## src/rtl/wb_port_arb_if.sv

```systemverilog
// Writeback port bundle: ALU/mem producers, hazard query and the register-file write port.
interface wb_port_arb_if #(
  parameter int DEPTH = 4,
  parameter int DW    = 16,
  parameter int AW    = 6
);
  localparam int CW = $clog2(DEPTH) + 1;

  logic          alu_vld;
  logic [AW-1:0] alu_dst_addr;
  logic [DW-1:0] alu_data;
  logic          mem_vld;
  logic          mem_rdy;
  logic [AW-1:0] mem_dst_addr;
  logic [DW-1:0] mem_data;
  logic [AW-1:0] qry_addr0;
  logic [AW-1:0] qry_addr1;
  logic          qry_pend0;
  logic          qry_pend1;
  logic          rf_we;
  logic [AW-1:0] rf_dst_addr;
  logic [DW-1:0] rf_dst;
  logic [CW-1:0] buf_cnt;

  modport slave (
    input  alu_vld, alu_dst_addr, alu_data,
    input  mem_vld, mem_dst_addr, mem_data,
    input  qry_addr0, qry_addr1,
    output mem_rdy, qry_pend0, qry_pend1,
    output rf_we, rf_dst_addr, rf_dst, buf_cnt
  );

  modport master (
    output alu_vld, alu_dst_addr, alu_data,
    output mem_vld, mem_dst_addr, mem_data,
    output qry_addr0, qry_addr1,
    input  mem_rdy, qry_pend0, qry_pend1,
    input  rf_we, rf_dst_addr, rf_dst, buf_cnt
  );
endinterface

```

## src/rtl/wb_port_arb.sv

```systemverilog
// Writeback arbiter: ALU results own the RF write port, mem results queue in a small FIFO
// with per-entry kill bits so a younger ALU write to the same register suppresses them.
module wb_port_arb #(
  parameter int DEPTH = 4,
  parameter int DW    = 16,
  parameter int AW    = 6
) (
  input logic         clk,
  input logic         rst,
  wb_port_arb_if.slave bus
);
  localparam int PW = $clog2(DEPTH);
  localparam int CW = PW + 1;

  logic [AW-1:0]    ent_addr [DEPTH];
  logic [DW-1:0]    ent_data [DEPTH];
  logic [DEPTH-1:0] ent_vld;
  logic [DEPTH-1:0] ent_kill;
  logic [PW-1:0]    head;
  logic [PW-1:0]    tail;
  logic [CW-1:0]    cnt;

  logic          we_p1;
  logic [AW-1:0] addr_p1;
  logic [DW-1:0] dst_p1;

  logic             alu_sel, empty, mem_acc, mem_live;
  logic             pop, push, bypass, push_kill, pop_live;
  logic [DEPTH-1:0] kill_hit;
  logic             pend0, pend1;

  assign alu_sel   = bus.alu_vld && (bus.alu_dst_addr != '0);
  assign empty     = (cnt == '0);
  assign bus.mem_rdy = (cnt < CW'(DEPTH));
  assign mem_acc   = bus.mem_vld && bus.mem_rdy;
  assign mem_live  = mem_acc && (bus.mem_dst_addr != '0);
  assign pop       = !alu_sel && !empty;
  assign pop_live  = pop && !ent_kill[head];
  assign bypass    = !alu_sel && empty && mem_live;
  assign push      = mem_live && !bypass;
  // A mem result arriving alongside an ALU write to the same register is older, so it lands dead.
  assign push_kill = alu_sel && (bus.mem_dst_addr == bus.alu_dst_addr);

  always_comb begin
    kill_hit = '0;
    pend0    = 1'b0;
    pend1    = 1'b0;
    for (int i = 0; i < DEPTH; i++) begin
      kill_hit[i] = alu_sel && ent_vld[i] && (ent_addr[i] == bus.alu_dst_addr);
      if (ent_vld[i] && !ent_kill[i] && (ent_addr[i] == bus.qry_addr0)) pend0 = 1'b1;
      if (ent_vld[i] && !ent_kill[i] && (ent_addr[i] == bus.qry_addr1)) pend1 = 1'b1;
    end
  end

  assign bus.qry_pend0 = pend0 && (bus.qry_addr0 != '0);
  assign bus.qry_pend1 = pend1 && (bus.qry_addr1 != '0);

  // FIFO control and registered write port (stage p1)
  always_ff @(posedge clk or posedge rst) begin
    if (rst) begin
      head     <= '0;
      tail     <= '0;
      cnt      <= '0;
      ent_vld  <= '0;
      ent_kill <= '0;
      we_p1    <= 1'b0;
      addr_p1  <= '0;
      dst_p1   <= '0;
    end else begin
      ent_kill <= ent_kill | kill_hit;
      if (pop) begin
        ent_vld[head]  <= 1'b0;
        ent_kill[head] <= 1'b0;
        head           <= head + PW'(1);
      end
      if (push) begin
        ent_vld[tail]  <= 1'b1;
        ent_kill[tail] <= push_kill;
        tail           <= tail + PW'(1);
      end
      cnt   <= cnt + CW'(push) - CW'(pop);
      we_p1 <= alu_sel || pop_live || bypass;
      if (alu_sel) begin
        addr_p1 <= bus.alu_dst_addr;
        dst_p1  <= bus.alu_data;
      end else if (pop_live) begin
        addr_p1 <= ent_addr[head];
        dst_p1  <= ent_data[head];
      end else if (bypass) begin
        addr_p1 <= bus.mem_dst_addr;
        dst_p1  <= bus.mem_data;
      end
    end
  end

  always_ff @(posedge clk) begin
    if (push) begin
      ent_addr[tail] <= bus.mem_dst_addr;
      ent_data[tail] <= bus.mem_data;
    end
  end

  assign bus.rf_we       = we_p1;
  assign bus.rf_dst_addr = addr_p1;
  assign bus.rf_dst      = dst_p1;
  assign bus.buf_cnt     = cnt;
endmodule

```

## src/flat_wrapper.sv

```systemverilog
// flat-port wrapper written by rule: the top's interface ports become plain ports
module wb_port_arb_flat 
#(
  parameter int DEPTH = 4,
  parameter int DW    = 16,
  parameter int AW    = 6
)
  (clk, rst, bus_alu_vld, bus_alu_dst_addr, bus_alu_data, bus_mem_vld, bus_mem_dst_addr, bus_mem_data, bus_qry_addr0, bus_qry_addr1, bus_mem_rdy, bus_qry_pend0, bus_qry_pend1, bus_rf_we, bus_rf_dst_addr, bus_rf_dst, bus_buf_cnt);
  wb_port_arb_if #(.DEPTH(DEPTH), .DW(DW), .AW(AW)) bus_i ();
  input logic clk;
  input logic rst;
  input wire logic [$bits(bus_i.alu_vld)-1:0] bus_alu_vld;
  input wire logic [$bits(bus_i.alu_dst_addr)-1:0] bus_alu_dst_addr;
  input wire logic [$bits(bus_i.alu_data)-1:0] bus_alu_data;
  input wire logic [$bits(bus_i.mem_vld)-1:0] bus_mem_vld;
  input wire logic [$bits(bus_i.mem_dst_addr)-1:0] bus_mem_dst_addr;
  input wire logic [$bits(bus_i.mem_data)-1:0] bus_mem_data;
  input wire logic [$bits(bus_i.qry_addr0)-1:0] bus_qry_addr0;
  input wire logic [$bits(bus_i.qry_addr1)-1:0] bus_qry_addr1;
  output wire logic [$bits(bus_i.mem_rdy)-1:0] bus_mem_rdy;
  output wire logic [$bits(bus_i.qry_pend0)-1:0] bus_qry_pend0;
  output wire logic [$bits(bus_i.qry_pend1)-1:0] bus_qry_pend1;
  output wire logic [$bits(bus_i.rf_we)-1:0] bus_rf_we;
  output wire logic [$bits(bus_i.rf_dst_addr)-1:0] bus_rf_dst_addr;
  output wire logic [$bits(bus_i.rf_dst)-1:0] bus_rf_dst;
  output wire logic [$bits(bus_i.buf_cnt)-1:0] bus_buf_cnt;
  assign bus_i.alu_vld = bus_alu_vld;
  assign bus_i.alu_dst_addr = bus_alu_dst_addr;
  assign bus_i.alu_data = bus_alu_data;
  assign bus_i.mem_vld = bus_mem_vld;
  assign bus_i.mem_dst_addr = bus_mem_dst_addr;
  assign bus_i.mem_data = bus_mem_data;
  assign bus_i.qry_addr0 = bus_qry_addr0;
  assign bus_i.qry_addr1 = bus_qry_addr1;
  assign bus_mem_rdy = bus_i.mem_rdy;
  assign bus_qry_pend0 = bus_i.qry_pend0;
  assign bus_qry_pend1 = bus_i.qry_pend1;
  assign bus_rf_we = bus_i.rf_we;
  assign bus_rf_dst_addr = bus_i.rf_dst_addr;
  assign bus_rf_dst = bus_i.rf_dst;
  assign bus_buf_cnt = bus_i.buf_cnt;
  wb_port_arb #(.DEPTH(DEPTH), .DW(DW), .AW(AW)) u_core (.clk(clk), .rst(rst), .bus(bus_i));
endmodule
```

## config.mk

```make
export PLATFORM = sky130hd
export DESIGN_NAME = wb_port_arb_flat
export DESIGN_NICKNAME = d
export VERILOG_FILES = /design/src/rtl/wb_port_arb_if.sv /design/src/rtl/wb_port_arb.sv /design/src/flat_wrapper.sv
export SDC_FILE = /design/constraint.sdc
export NUM_CORES = 1
export LEC_CHECK = 0
export ABC_CLOCK_PERIOD_IN_PS = 4100
export CAP_MARGIN = 20
export CORE_MARGIN = 2
export CORE_UTILIZATION = 45
export DETAILED_ROUTE_END_ITERATION = 10
export HOLD_SLACK_MARGIN = 0.15
export PLACE_DENSITY = 0.68
export RECOVER_POWER = 25
export SETUP_SLACK_MARGIN = 0.4
export SLEW_MARGIN = 20
export SYNTH_ARGS = -nofsm -noshare
export SYNTH_HDL_FRONTEND = slang
export SYNTH_SLANG_ARGS = --single-unit
```

## constraint.sdc

```tcl
create_clock -name clk -period 4.1 [get_ports clk]
set_clock_uncertainty 0.2 [all_clocks]
set_input_delay 0.615 -clock clk [delete_from_list [all_inputs] [get_ports clk]]
set_output_delay 0.615 -clock clk [all_outputs]
set_load 0.01 [all_outputs]
```

==> key figures <==
Status
  • Status: finished clean

Synth
  • Asr flop ratio synth: 30.2%
  • Syn Area/Cell: 14.2 um2
  • Synth unique cells: 34
  • #FFs+latches synth: 126
  • Area share of the largest cell type after synthesis: 43.0%
  • Area contributors post-synth: edfxtp_1 (43%), dfrtp_1 (15%), mux4_2 (8.4%)
  • Net Count, Synth: 501
  • Synth Area in XOR/XNOR: 11.7%
  • Simple-gate share of the synthesized area: 5.64%
  • Synth Cell Area: 0.00614 mm2
  • Multiplexer share of the synthesized area: 12.9%
  • Synth Area in Compound Gates: 5.99%
  • Top_reg_cell synth: edfxtp_1
  • Count leader, synth: edfxtp_1
  • Cell taking the most area after synthesis: edfxtp_1
  • Largest family of logic cells by synthesized area: multiplexers
  • Most frequent cells after synthesis: edfxtp_1 (88), xnor2_1 (54), dfrtp_1 (38)
  • Mapped Cells: 431
  • Post-synth EDFFs: 88
  • Post-Synth Adder-Cell Area: 2.16%
  • Yosys Warn Count: 0
  • Register area share after synthesis: 58.5%

Power
  • Power per Cell Area: 640 mW/mm2
  • Clk pwr share: 30.3%
  • Max IR drop VDD: 0.411 mV
  • P_sw: 1550 uW
  • Combinational share of power: 32.9%
  • Sequential power share: 36.7%
  • Sw Share: 31.0%
  • Internal power: 3460 uW
  • Leak: 0.00287 uW
  • Tot Pwr: 5010 uW

Global routing
  • GRT Total Usage: 22.4%
  • Global route overflow: 0
  • Largest net degree at the start of global routing: 39
  • Vias in the first global route: 4295
  • Initial antenna violation count: 0
  • First-pass GRT wire length: 24200 um

CTS
  • CTS H-tree lvls: 4
  • Longest Clk Path Bufs: 2
  • CTS tree: built
  • Skew-Pair Late Insertion Delay: 410 ps
  • Clk root buf: clkbuf_16
  • Post-cts sizing count: 0
  • Clock transition at the registers of the reported paths: 60 ps
  • Hold_buf cts: 0
  • CTS Buf Count: 17
  • CTS Sinks: 126
  • Post-CTS setup buffers: 0

STA
  • Period utilisation layout: 82.4%
  • Min Tclk post-route: 3380 ps
  • Pins Over Slew Limit: 0
  • Rel. slew slack: 64.8%
  • Setup violations, final: 0
  • Unrepaired setup endpoints after global routing: false
  • Worst-margin pin slew: 529 ps
  • Final Hold Fails: 0
  • Min setup slack post-route: 721 ps
  • Setup TNS: 0 ps
  • Max Clock Freq: 296 MHz

Floorplanning
  • Die W: 121 um
  • I/O pin total: 89
  • Row count: 42
  • Die area: 0.0146 mm2
  • CORE AREA: 0.0133 mm2
  • Initial Util: 46.2%
  • Chip height: 121 um

Setup path
  • Crit end category: primary output
  • WP data required: 3280 ps
  • Worst Path Class, Setup: primary input to primary output
  • Crit path max fanout: 5
  • Arr. time, crit path: 2560 ps
  • CP Launch Type: primary input

Finish
  • Final cell count without fillers: 709
  • Fin area: 0.00783 mm2
  • Share of post-route cells with drive strength above 1: 13.9%
  • ANT cells: 0
  • Final #Nets: 590
  • Area Overhead vs Synth: 27.5%

Detailed routing
  • Avg WL per Cell: 21.7 um
  • # DRC: 0
  • Initial DRC count: 222
  • Post-DRT Antenna Nets: 0
  • DR pass1 iterations: 5
  • Vias: 4022
  • Routed wire length: 15400 um
  • Vias per inst: 5.67

Place
  • IO buf count: 88
  • GPL Wtd Cong: 0.834
  • Pre-CTS setup slack: 593 ps
  • Cells after DPL: 677
  • Area post-placement: 0.00723 mm2
  • Dpl hpwl: 10300 um

Hold path
  • Hold Path Class: flop to flop

Job
  • Max_cap viols: 0
[kinds of logic after synthesis]
group | count (synthesis)
flops | 126
mux | 50
compound gates | 60
fa+ha+maj | 10
xor+xnor | 82
simple gates | 61
buf+inv | 42
[cell usage in the layout (no fill, tap or decap), types with 2 or more instances in the layout]
master / instances
clkinv_4: 2
dfrtp_1: 38
mux2_2: 2
mux4_2: 23
nor3_1: 5
nand3_1: 8
bufinv_16: 3
a21oi_1: 24
xor2_1: 28
clkinv_2: 2
nand2_1: 3
o21ai_0: 5
buf_4: 15
clkbuf_1: 2
dlygate4sd3_1: 18
edfxtp_1: 88
mux2i_1: 25
nor4_1: 14
and2_1: 4
inv_1: 8
nand4_1: 13
nor2_1: 5
xnor2_1: 54
clkbuf_16: 17
inv_6: 3
a21o_1: 5
o22ai_1: 21
clkinvlp_4: 2
nor2b_1: 5
ha_1: 9
clkdlybuf4s50_1: 70
[critical path: stages]
cell             delay (ps)
clkdlybuf4s50_1         660
xnor2_1                 180
nand4_1                 130
nor4_1                  200
nor4_1                  100
a21oi_1                 130
clkdlybuf4s50_1         550
[per-stage QoR]
stage | utilization [%] | hold WS, ps
after floorplan | - | 264
after global placement | 54.4 | 291
after detailed placement | 54.4 | 289
after CTS | 58.9 | 305
after global routing | 58.9 | 336
final | 58.9 | 313
[cell type report]
cell class / count / area [um2]
Clock inverter: 13 / 163
Tap cell: 176 / 220
Multi-Input combinational cell: 263 / 2370
Clock buffer: 19 / 433
Inverter: 8 / 30.0
Sequential cell: 126 / 3590
Fill cell: 1045 / 5470
Timing Repair Buffer: 104 / 1010
[state kept, by name, summed over array words and instances, names as in the netlist]
signal	count
u_core.head	2
u_core.ent_data	64
u_core.bus.rf_dst_addr	6
u_core.bus.rf_dst	16
u_core.bus.buf_cnt	3
u_core.tail	2
u_core.bus.rf_we	1
u_core.ent_kill	4
u_core.ent_vld	4
u_core.ent_addr	24
[path summary, 6_finish.rpt]
| check | cells after the start | to | from | slack (ps) |
|---|---|---|---|---|
| worst max-delay path | 7 | bus_qry_pend1 | bus_qry_addr1[3] | 720 |
| worst min-delay path | 1 | u_core.ent_vld[1] | u_core.ent_vld[1] | 310 |
| worst max register to register | 6 | u_core.bus.rf_dst[1] | u_core.head[0] | 1590 |
| worst min register to register | 1 | u_core.ent_vld[1] | u_core.ent_vld[1] | 310 |
| max in group asynchronous | 3 | u_core.bus.rf_dst[3] | rst | 2890 |
| min in group asynchronous | 3 | u_core.tail[1] | rst | 450 |
[routing by layer]
metal / routed length, um / GRT usage (%) / share of wire [%]
met3: 756 / 5.14 / 4.9
met2: 7480 / 35.5 / 49
met4: 389 / 8.07 / 2.5
met5: 0 / 0 / 0
met1: 6750 / 30.6 / 44
[power by group through the flow]
stage	combinational [uW]	clock, uW	sequential (uW)
final	1650	1520	1840
after global placement	1650	0	1850
after detailed placement	1660	0	1860
after global routing	1780	1600	1870
after floorplan	998	0	1870
after CTS	1670	1540	1840
Power figures use the tool's default switching activity.
